**src/rtl/ring_pkg.sv**
```systemverilog
// Shared field layout, port indices and small helpers for the bidirectional ring router.
// Packet: [63] vc, [62] dir (0=cw, 1=ccw), [61:56] reserved, [55:48] hop, [47:0] payload.
package ring_pkg;

  localparam int DATA_W  = 64;
  localparam int VC_BIT  = 63;
  localparam int DIR_BIT = 62;
  localparam int HOP_MSB = 55;
  localparam int HOP_LSB = 48;

  localparam int NPORT = 3;
  localparam int NVC   = 2;

  localparam int P_CW  = 0;
  localparam int P_CCW = 1;
  localparam int P_PE  = 2;

  typedef logic [DATA_W-1:0] pkt_t;

  // Each output has a "ring" contender (favoured after reset) and an alternate contender.
  function automatic int ring_src(input int out_port);
    return (out_port == P_CCW) ? P_CCW : P_CW;
  endfunction

  function automatic int alt_src(input int out_port);
    return (out_port == P_PE) ? P_CCW : P_PE;
  endfunction

  function automatic pkt_t hop_dec(input pkt_t p);
    pkt_t r;
    r = p;
    r[HOP_MSB:HOP_LSB] = p[HOP_MSB:HOP_LSB] - 8'd1;
    return r;
  endfunction

endpackage

```
**src/rtl/ring_node_router_if.sv**
```systemverilog
// One unidirectional link: send (s), ready (r), data (d).
// master drives s/d and samples r; slave samples s/d and drives r.
interface ring_node_router_if;
  import ring_pkg::*;

  logic        s;
  logic        r;
  logic [DATA_W-1:0] d;

  modport master (output s, output d, input r);
  modport slave  (input s, input d, output r);

endinterface

```
**src/rtl/vc_buffer.sv**
```systemverilog
// Single-entry packet register with full flag; load wins over clear (never both by construction).
// One-cycle load-to-visible latency; no internal backpressure, the owner checks full_o.
module vc_buffer
  import ring_pkg::*;
(
  input  logic              clk,
  input  logic              rst_n,
  input  logic              load_i,
  input  logic              clear_i,
  input  logic [DATA_W-1:0] dat_i,
  output logic              full_o,
  output logic [DATA_W-1:0] dat_o
);

  logic              full_q, full_d;
  logic [DATA_W-1:0] dat_q,  dat_d;

  always_comb begin
    full_d = full_q;
    dat_d  = dat_q;
    if (load_i) begin
      full_d = 1'b1;
      dat_d  = dat_i;
    end else if (clear_i) begin
      full_d = 1'b0;
    end
  end

  always_ff @(posedge clk or negedge rst_n) begin
    if (!rst_n) begin
      full_q <= 1'b0;
      dat_q  <= '0;
    end else begin
      full_q <= full_d;
      dat_q  <= dat_d;
    end
  end

  assign full_o = full_q;
  assign dat_o  = dat_q;

endmodule

```
**src/rtl/ring_node_router.sv**
```systemverilog
// Two-VC ring node: links move vc==polarity packets, the crossbar moves vc==~polarity packets.
// Eject latency two cycles (link -> input buffer -> output buffer); blocked packets wait in place.
module ring_node_router
  import ring_pkg::*;
(
  input  logic                clk,
  input  logic                reset,
  ring_node_router_if.slave   cwi,
  ring_node_router_if.master  cwo,
  ring_node_router_if.slave   ccwi,
  ring_node_router_if.master  ccwo,
  ring_node_router_if.slave   pei,
  ring_node_router_if.master  peo,
  output logic                polarity
);

  logic polarity_q, polarity_d;
  logic fv;

  logic [NPORT-1:0]          in_s, in_r, out_s, out_ro;
  logic [DATA_W-1:0]         in_d  [NPORT];
  logic [DATA_W-1:0]         out_d [NPORT];

  logic [NPORT-1:0][NVC-1:0] in_full, in_load, in_clr;
  logic [NPORT-1:0][NVC-1:0] out_full, out_load, out_clr;
  logic [NPORT-1:0][NVC-1:0] rr_q, rr_d;
  logic [DATA_W-1:0]         in_dat  [NPORT][NVC];
  logic [DATA_W-1:0]         out_dat [NPORT][NVC];

  logic [NPORT-1:0]          fwd_req;
  logic [1:0]                fwd_tgt     [NPORT];
  logic [DATA_W-1:0]         fwd_pkt     [NPORT];
  logic [DATA_W-1:0]         out_fwd_dat [NPORT];

  assign in_s[P_CW]   = cwi.s;
  assign in_s[P_CCW]  = ccwi.s;
  assign in_s[P_PE]   = pei.s;
  assign in_d[P_CW]   = cwi.d;
  assign in_d[P_CCW]  = ccwi.d;
  assign in_d[P_PE]   = pei.d;
  assign cwi.r        = in_r[P_CW];
  assign ccwi.r       = in_r[P_CCW];
  assign pei.r        = in_r[P_PE];

  assign cwo.s        = out_s[P_CW];
  assign ccwo.s       = out_s[P_CCW];
  assign peo.s        = out_s[P_PE];
  assign cwo.d        = out_d[P_CW];
  assign ccwo.d       = out_d[P_CCW];
  assign peo.d        = out_d[P_PE];
  assign out_ro[P_CW]  = cwo.r;
  assign out_ro[P_CCW] = ccwo.r;
  assign out_ro[P_PE]  = peo.r;

  assign polarity   = polarity_q;
  assign polarity_d = ~polarity_q;
  assign fv         = ~polarity_q;

  // An arrival is only stored into an empty slot, so a protocol error can never clobber a packet.
  always_comb begin : in_accept_c
    for (int p = 0; p < NPORT; p++) begin
      in_r[p] = ~in_full[p][polarity_q];
      for (int v = 0; v < NVC; v++) begin
        in_load[p][v] = in_s[p] && !in_full[p][polarity_q] &&
                        (in_d[p][VC_BIT] == 1'(v)) && !in_full[p][v];
      end
    end
  end

  always_comb begin : route_c
    logic [DATA_W-1:0] pkt;
    pkt = '0;
    for (int p = 0; p < NPORT; p++) begin
      pkt         = in_dat[p][fv];
      fwd_req[p]  = in_full[p][fv];
      fwd_pkt[p]  = pkt;
      fwd_tgt[p]  = 2'(P_PE);
      if (p == P_PE) begin
        fwd_tgt[p] = pkt[DIR_BIT] ? 2'(P_CCW) : 2'(P_CW);
      end else if (pkt[HOP_MSB:HOP_LSB] != 8'd0) begin
        fwd_tgt[p] = 2'(p);
        fwd_pkt[p] = hop_dec(pkt);
      end
    end
  end

  // Round-robin pointer: 0 favours the ring contender, toggled only when both contenders request.
  always_comb begin : arb_c
    int   a, b;
    logic req_a, req_b, can, gnt_a, gnt_b;
    in_clr   = '0;
    out_load = '0;
    rr_d     = rr_q;
    a = 0; b = 0;
    req_a = 1'b0; req_b = 1'b0; can = 1'b0; gnt_a = 1'b0; gnt_b = 1'b0;
    for (int o = 0; o < NPORT; o++) begin
      a     = ring_src(o);
      b     = alt_src(o);
      req_a = fwd_req[a] && (fwd_tgt[a] == 2'(o));
      req_b = fwd_req[b] && (fwd_tgt[b] == 2'(o));
      can   = !out_full[o][fv];
      gnt_a = can && req_a && (!req_b || !rr_q[o][fv]);
      gnt_b = can && req_b && (!req_a ||  rr_q[o][fv]);
      if (can && req_a && req_b) begin
        rr_d[o][fv] = ~rr_q[o][fv];
      end
      if (gnt_a) begin
        in_clr[a][fv] = 1'b1;
      end
      if (gnt_b) begin
        in_clr[b][fv] = 1'b1;
      end
      out_load[o][fv] = gnt_a || gnt_b;
      out_fwd_dat[o]  = gnt_a ? fwd_pkt[a] : fwd_pkt[b];
    end
  end

  always_comb begin : out_drain_c
    for (int o = 0; o < NPORT; o++) begin
      out_s[o] = out_full[o][polarity_q] && out_ro[o];
      out_d[o] = out_dat[o][polarity_q];
      for (int v = 0; v < NVC; v++) begin
        out_clr[o][v] = out_s[o] && (polarity_q == 1'(v));
      end
    end
  end

  always_ff @(posedge clk or negedge reset) begin
    if (!reset) begin
      polarity_q <= 1'b0;
      rr_q       <= '0;
    end else begin
      polarity_q <= polarity_d;
      rr_q       <= rr_d;
    end
  end

  for (genvar p = 0; p < NPORT; p++) begin : g_port
    for (genvar v = 0; v < NVC; v++) begin : g_vc
      vc_buffer u_in_buf (
        .clk     (clk),
        .rst_n   (reset),
        .load_i  (in_load[p][v]),
        .clear_i (in_clr[p][v]),
        .dat_i   (in_d[p]),
        .full_o  (in_full[p][v]),
        .dat_o   (in_dat[p][v])
      );
      vc_buffer u_out_buf (
        .clk     (clk),
        .rst_n   (reset),
        .load_i  (out_load[p][v]),
        .clear_i (out_clr[p][v]),
        .dat_i   (out_fwd_dat[p]),
        .full_o  (out_full[p][v]),
        .dat_o   (out_dat[p][v])
      );
    end
  end

endmodule

```
**src/flat_wrapper.sv**
```systemverilog
// flat-port wrapper written by rule: the top's interface ports become plain ports
module ring_node_router_flat import ring_pkg::*;
  (clk, reset, polarity, cwi_s, cwi_d, cwi_r, cwo_s, cwo_d, cwo_r, ccwi_s, ccwi_d, ccwi_r, ccwo_s, ccwo_d, ccwo_r, pei_s, pei_d, pei_r, peo_s, peo_d, peo_r);
  ring_node_router_if cwi_i ();
  ring_node_router_if cwo_i ();
  ring_node_router_if ccwi_i ();
  ring_node_router_if ccwo_i ();
  ring_node_router_if pei_i ();
  ring_node_router_if peo_i ();
  input  logic clk;
  input  logic reset;
  output logic polarity;
  input wire logic [$bits(cwi_i.s)-1:0] cwi_s;
  input wire logic [$bits(cwi_i.d)-1:0] cwi_d;
  output wire logic [$bits(cwi_i.r)-1:0] cwi_r;
  output wire logic [$bits(cwo_i.s)-1:0] cwo_s;
  output wire logic [$bits(cwo_i.d)-1:0] cwo_d;
  input wire logic [$bits(cwo_i.r)-1:0] cwo_r;
  input wire logic [$bits(ccwi_i.s)-1:0] ccwi_s;
  input wire logic [$bits(ccwi_i.d)-1:0] ccwi_d;
  output wire logic [$bits(ccwi_i.r)-1:0] ccwi_r;
  output wire logic [$bits(ccwo_i.s)-1:0] ccwo_s;
  output wire logic [$bits(ccwo_i.d)-1:0] ccwo_d;
  input wire logic [$bits(ccwo_i.r)-1:0] ccwo_r;
  input wire logic [$bits(pei_i.s)-1:0] pei_s;
  input wire logic [$bits(pei_i.d)-1:0] pei_d;
  output wire logic [$bits(pei_i.r)-1:0] pei_r;
  output wire logic [$bits(peo_i.s)-1:0] peo_s;
  output wire logic [$bits(peo_i.d)-1:0] peo_d;
  input wire logic [$bits(peo_i.r)-1:0] peo_r;
  assign cwi_i.s = cwi_s;
  assign cwi_i.d = cwi_d;
  assign cwi_r = cwi_i.r;
  assign cwo_s = cwo_i.s;
  assign cwo_d = cwo_i.d;
  assign cwo_i.r = cwo_r;
  assign ccwi_i.s = ccwi_s;
  assign ccwi_i.d = ccwi_d;
  assign ccwi_r = ccwi_i.r;
  assign ccwo_s = ccwo_i.s;
  assign ccwo_d = ccwo_i.d;
  assign ccwo_i.r = ccwo_r;
  assign pei_i.s = pei_s;
  assign pei_i.d = pei_d;
  assign pei_r = pei_i.r;
  assign peo_s = peo_i.s;
  assign peo_d = peo_i.d;
  assign peo_i.r = peo_r;
  ring_node_router u_core (.clk(clk), .reset(reset), .cwi(cwi_i), .cwo(cwo_i), .ccwi(ccwi_i), .ccwo(ccwo_i), .pei(pei_i), .peo(peo_i), .polarity(polarity));
endmodule
```
**config.mk**
```make
export PLATFORM = sky130hd
export DESIGN_NAME = ring_node_router_flat
export DESIGN_NICKNAME = d
export VERILOG_FILES = /design/src/rtl/ring_pkg.sv /design/src/rtl/ring_node_router_if.sv /design/src/rtl/vc_buffer.sv /design/src/rtl/ring_node_router.sv /design/src/flat_wrapper.sv
export SDC_FILE = /design/constraint.sdc
export NUM_CORES = 1
export LEC_CHECK = 0
export BUFFER_PORTS_ARGS = -buffer_cell sky130_fd_sc_hd__buf_2
export CAP_MARGIN = 30
export CORE_AREA = 5 5 302 215
export CTS_CLUSTER_SIZE = 30
export DETAILED_ROUTE_END_ITERATION = 16
export DIE_AREA = 0 0 307 220
export HOLD_SLACK_MARGIN = 0.12
export MAX_ROUTING_LAYER = met4
export PLACE_DENSITY = 0.81
export SYNTH_ARGS = -nofsm -noshare
export SYNTH_HDL_FRONTEND = slang
export SYNTH_SLANG_ARGS = --single-unit
```
**constraint.sdc**
```tcl
create_clock -name clk -period 5.45 [get_ports clk]
set_input_delay 0.2725 -clock clk [delete_from_list [all_inputs] [get_ports clk]]
set_output_delay 0.2725 -clock clk [all_outputs]
set_load 0.05 [all_outputs]
```
After elaboration in Yosys (flattened, before gate mapping):

Index checks and enable logic that the tools add are counted.

* bits in registers: 787
* bits of input ports: 200
* output and inout port bits: 199
* logic and storage cells: 240

* add/sub/neg operators: 2
* magnitude comparators: 5
* equality and inequality tests: 4
* multiplexer cells: 91
* bitwise operators: 18
* reduce and logical (&&, ||, !) cells: 92

Operators with widths (count)
* $mux 64: 21
* $mux 56: 2
* $mux 1: 56
* $logic_and 1x1->1: 46
* $reduce_bool 2->1: 12
* $logic_not 1->1: 21
* $mux 2: 8
* $reduce_bool 8->1: 2
* $sub 8x1->8 const B: 2
* $not 1->1: 10
* $logic_or 1x1->1: 9
* $and 2x2->2: 3
* $bwmux 2: 3
* $or 2x2->2: 3
* $eq 2x1->1 const B: 2
* $eq 2x2->1 const B: 2
* $ge 2x2->1 const B: 2
* $logic_not 2->1: 2
* $lt 1x2->1 const B: 2
* $not 1->2: 2
* $demux 1 s1: 1
* $ge 1x1->1 const B: 1

Logic depth before layout (Yosys ltp):

* depth after elaboration: 17
* depth in mapped cells: 16
* depth with buffers taken out: 8

Modules after synthesis:

From an unflattened synthesis, not the netlist that was laid out.

* cell total of the unflattened synthesis: 2482
* area, all modules: 39793.2 um2

By module, submodules not included
* vc_buffer: times used 12, cells each 138, area an instance 2615.0 um2, seq. area each 1626.6 um2
* ring_node_router: times used 1, cells each 826, area an instance 8413.1 um2, seq. area each 175.2 um2

Worst setup path before layout:

OpenSTA, ideal clock, no wires.

* kind: flip-flop to flip-flop
* start point: reg u_core.polarity_q, in the netlist u_core.polarity
* end point: reg u_core.g_port[2].g_vc[1].u_out_buf.dat_q[47]
* library setup time: 127 ps
* arrival: 3970 ps
* data required time: 5323 ps
* path slack: 1353 ps
* cell stages (with the launch flop): 17
* clock period less this slack: 4097 ps
* path through: dfrtp_1 -> buf_6 -> buf_6 -> buf_4 -> buf_4 -> clkbuf_1 -> buf_2 -> mux2i_1 -> ha_1 -> nor4b_1 -> o22ai_1 -> o32ai_2 -> and2_1 -> buf_4 -> buf_6 -> buf_8 -> mux2_1

* longest elaborated chain between the ends: 14
* elaborated cells between the ends (all ways): 44
* those cells by class: order compare (2); eq/ne (2); mux (21); bitwise (3); reduce/logical (16)

Ends and longest elaborated chain
* start, declared: line ring_node_router.sv:17 `logic polarity_q, polarity_d;`
* start signal, assigned: line ring_node_router.sv:133 `polarity_q <= polarity_d;`
* $not 1->1: line ring_node_router.sv:57 `assign fv = ~polarity_q;`
* $not 1->2 (implied by the code): line ring_node_router.sv:74 `pkt = in_dat[p][fv];`
* $mux 64 (implied by the code) (3 in series): line ring_node_router.sv:74
* $reduce_bool 8->1: line ring_node_router.sv:80 `end else if (pkt[HOP_MSB:HOP_LSB] != 8'd0) begin`
* $mux 2: line ring_node_router.sv:80
* $eq 2x2->1, on equally long branches: line ring_node_router.sv:100, ring_node_router.sv:99
* $logic_and 1x1->1, on equally long branches: line ring_node_router.sv:100, ring_node_router.sv:99
* $logic_not 1->1, on equally long branches: line ring_node_router.sv:102, ring_node_router.sv:103
* $logic_or 1x1->1, on equally long branches: line ring_node_router.sv:102, ring_node_router.sv:103
* $logic_and 1x1->1, on equally long branches: line ring_node_router.sv:102, ring_node_router.sv:103
* $logic_or 1x1->1: line ring_node_router.sv:113 `out_load[o][fv] = gnt_a || gnt_b;`
* $and 2x2->2 (no line)
* end signal, assigned: line vc_buffer.sv:35 `dat_q <= dat_d;`
* end, declared: line vc_buffer.sv:16 `logic [DATA_W-1:0] dat_q, dat_d;`

Parallel ways exist; a longest one is shown, timed or not. The select of a mux whose other input is x is not followed.
A chain may end at the register's enable or synchronous reset.

Worst setup path in the final report:

* start point: reg u_core.polarity_q, in the netlist u_core.polarity
* end point: out cwo_d[20]

* longest elaborated chain between the ends: 4

Ends and longest elaborated chain
* $not 1->2 (implied by the code): line ring_node_router.sv:121 `out_d[o] = out_dat[o][polarity_q];`
* $mux 64 (implied by the code) (3 in series): line ring_node_router.sv:121
* end, declared: line flat_wrapper.sv:17 `output wire logic [$bits(cwo_i.d)-1:0] cwo_d;`

Every way passes these cells. The select of a mux whose other input is x is not followed.

==> results.md <==
- Status: completed
- RD Place Congestion: 0.881
- Final setup fails: 0
- Peak supply drop: 0.406 mV
- WL met3: 5880 um
- Final hold viol count: 0
- Seq/Total Area, Yosys: 53.9%
- Fin Clk Skew: 0.0214 ns
- Wl on met1: 42200 um
- Setup CP Type: reg2out
- Remaining DRCs: 0
- FILL cells: 4086
- Worst hold path startpoint: pei_d[63]
- Simple-Gate Fraction of Synth Area: 2.05%
- Slew Limit Fails: 0
- Pre-Repair DR Iteration Count: 6
- PortBufs: 398
- Mux contribution to synthesized area: 39.4%
- CP startpoint kind: flop
- DP Worst Slack: 1.40 ns
- Tot Pwr: 26.3 mW
- Clk pin slew, worst setup/hold paths: 0.06 ns
- Fin crit period: 4.35 ns
- Core Footprint: 62100 um^2
- Worst Hold End: u_core.g_port[2].g_vc[0].u_in_buf.full_o
- Routed vias: 23.6k
- Nets: 3250
- Post-Synthesis Cell Area: 36600 um^2
- CTS hold repair buffers: 197
- First-pass GRT wire length: 153000 um
- Crit path DAT: 4.08 ns
- R2R setup slack: 1.37 ns
- Routed Antenna Nets: 0
- Dominant synthesized flop cell: dfrtp_1
- Inserted Clock Buffers: 75
- # Post-CTS Setup Buffers: 0
- CTS tree: yes
- Vias in the first global route: 25.9k
- WP data required: 5.18 ns
- Crit path capture type: output port
- Num Clock Sinks: 787
- Main combinational cell family by area after synthesis: multiplexers
- GRT Residual Overflow: 0
- Die Footprint: 67500 um^2
- Detailed Route WL: 99600 um
- Root buffer cell: clkbuf_16
- Number of enable flip-flop cells after synthesis: 0
- CTS H-tree depth: 3
- Worst-Margin Slew: 1.19 ns
- RR Endpoint: u_core.g_port[1].g_vc[0].u_out_buf.dat_o[28]
- R2R depth: 7
- Synth Warn #: 0
- Crit Reg-Reg Startpoint: u_core.polarity
- Leak: 21.7 nW
- WHS Path Cells: 4
- DR WL/cell: 25.3 um
- Mapped Nets: 2696
- Synth-to-Final Area Change: 19.6%
- Worst skew pair latency: 0.62 ns
- Share of layout cells above drive strength 1: 48.8%
- Initial antenna violation count: 7
- Uppermost layer routed: met4
- Num ports: 399
- Gr usage total: 30.1%
- Starting density of the core: 58.8%
- Row count: 77
- Final worst-path cycle share: 79.8%
- Pin count of the biggest net entering global routing: 193
- Ys async rst share: 100%
- Synth Area in XOR/XNOR: 0.263%
- Post-synthesis adder-cell area fraction: 0.0684%
- Hold crit path type: in2reg
- Setup total negative slack: 0 ns
- PnR worst setup slack: 1.10 ns
- Synth Area in Compound Gates: 1.73%
- Multi-input gate area: 16000 um^2
- Crit-path max FO: 64
- Fmax: 0.230 GHz
- Met2 Wirelength: 48400 um
- Die span in x: 307 um
- Unique masters post-synth: 71
- Routed vias/inst: 5.99
- Worst slew margin: 20.9%
- DP Wirelength: 62200 um
- Avg Cell Area, Syn: 14.7 um^2
- Max-Cap Viols: 0
- Register area: 19700 um^2
- CTS max path bufs: 3
- Post-CTS Resized: 0
- Synth Instances: 2494
- Die Height: 220 um
- P per Cell Area: 603 nW/um^2
- RSZ-0062 raised after global routing: false
- Synth Register Bits: 787
- Initial drt markers: 1671
-- metal layers --
layer,up-vias,global-route usage [%]
met5,-,-
met4,0,9.49
met3,215,5.65
met2,849,48.8
met1,12311,39.0
li1,10222,-
-- sequential cells by signal (all words and copies together) (netlist names) --
signal / flops
u_core.rr_q: 6
u_core.g_port.g_vc.u_out_buf.dat_o: 384
u_core.g_port.g_vc.u_out_buf.full_o: 6
u_core.g_port.g_vc.u_in_buf.dat_o: 384
u_core.g_port.g_vc.u_in_buf.full_o: 6
u_core.polarity: 1
-- Yosys cell counts (5+ instances only) --
cell type    n  area (um^2)
o21ai_0     13         65.1
xnor2_1      7         61.3
inv_1        9         33.8
and2_1      19          119
buf_6        5         56.3
a211oi_1     6         45.0
nand3_1     10         50.1
mux2_4      20          300
dfrtp_1    787        19700
o31ai_1      5         37.5
clkbuf_1    31          116
nor2_1      16         60.1
buf_4       36          270
nand4_1      5         31.3
o211ai_1     6         45.0
a31oi_1      5         31.3
mux2_2     911        10300
nor3_1       7         35.0
buf_2       79          395
a21oi_1     18         90.1
nand2b_1     5         31.3
mux2_1      16          180
mux2i_1    368         3680
nand2_1     18         67.6
-- how the worst max path moves through the flow --
| stage | start | slack [ns] | to | cells after the start |
|---|---|---|---|---|
| after floorplan | u_core.polarity | 1.35 | u_core.g_port[2].g_vc[1].u_out_buf.dat_o[47] | 16 |
| after global placement | u_core.polarity | 1.49 | peo_d[25] | 5 |
| after detailed placement | u_core.polarity | 1.40 | u_core.g_port[1].g_vc[1].u_out_buf.dat_o[16] | 6 |
| after CTS | u_core.polarity | 0.74 | peo_d[17] | 5 |
| after global routing | u_core.polarity | 0.99 | cwo_d[20] | 6 |
| final | u_core.polarity | 1.10 | cwo_d[20] | 6 |
-- kinds of logic (layout without fill, tap and decap cells) --
group                    count (synthesis)  after routing
AO/OA/AOI/OAI                           90             90
XOR/XNOR                                11             11
adder cells (fa/ha/maj)                  2              2
buffers and inverters                  165            774
flip-flops                             787            787
multiplexers                          1315           1315
other                                    0              6
AND/OR/NAND/NOR                        124            124
-- layout by cell type (no fill, tap or decap), types with 6 or more instances in the layout --
cell type,count
mux2_2,911
dfrtp_1,786
buf_2,397
mux2i_1,368
dlygate4sd3_1,197
clkbuf_16,76
buf_4,24
mux2_4,20
a21oi_1,17
and2_1,17
nand2_1,17
nor2_1,16
mux2_1,16
clkbuf_8,15
clkbuf_1,14
o21ai_0,11
clkinv_2,11
buf_12,11
inv_1,9
nand3_1,8
xnor2_1,7
nor3_1,7
diode_2,6
o211ai_1,6
a211oi_1,6
-- final cells by class --
cell class,count,area share [%]
Antenna cell,6,0.0343
Clock buffer,105,4.94
Clock inverter,27,0.698
Inverter,9,0.0773
Multi-Input combinational cell,1542,36.7
Sequential cell,787,45.0
Tap cell,829,2.37
Timing Repair Buffer,633,10.2
-- worst max-delay path, cell delays in order (launching register included) --
cell     delay, ns
dfrtp_4       0.61
buf_4         0.69
buf_4         0.28
buf_16        0.34
buf_4         0.77
mux2_2        0.44
buf_2         0.22
-- through the flow --
step           std cells  area (um^2)  utilization [%]  hold WS, ns
2_1_floorplan       2494        36600                -      -0.0231
5_1_grt             3938        43700             70.4        0.179
3_3_place_gp        3600        39200             63.1        0.334
3_5_place_dp        3602        39200             63.2        0.353
6_report            3938        43700             70.4        0.176
4_1_cts             3931        43700             70.3        0.135
-- power breakdown --
part | switching, mW | internal, mW | leakage [nW] | total, mW
logic | 6.20 | 4.67 | 10.9 | 10.9
clock network | 2.26 | 3.02 | 1.21 | 5.27
registers | 1.60 | 8.60 | 9.62 | 10.2
Power figures use the tool's default switching activity.
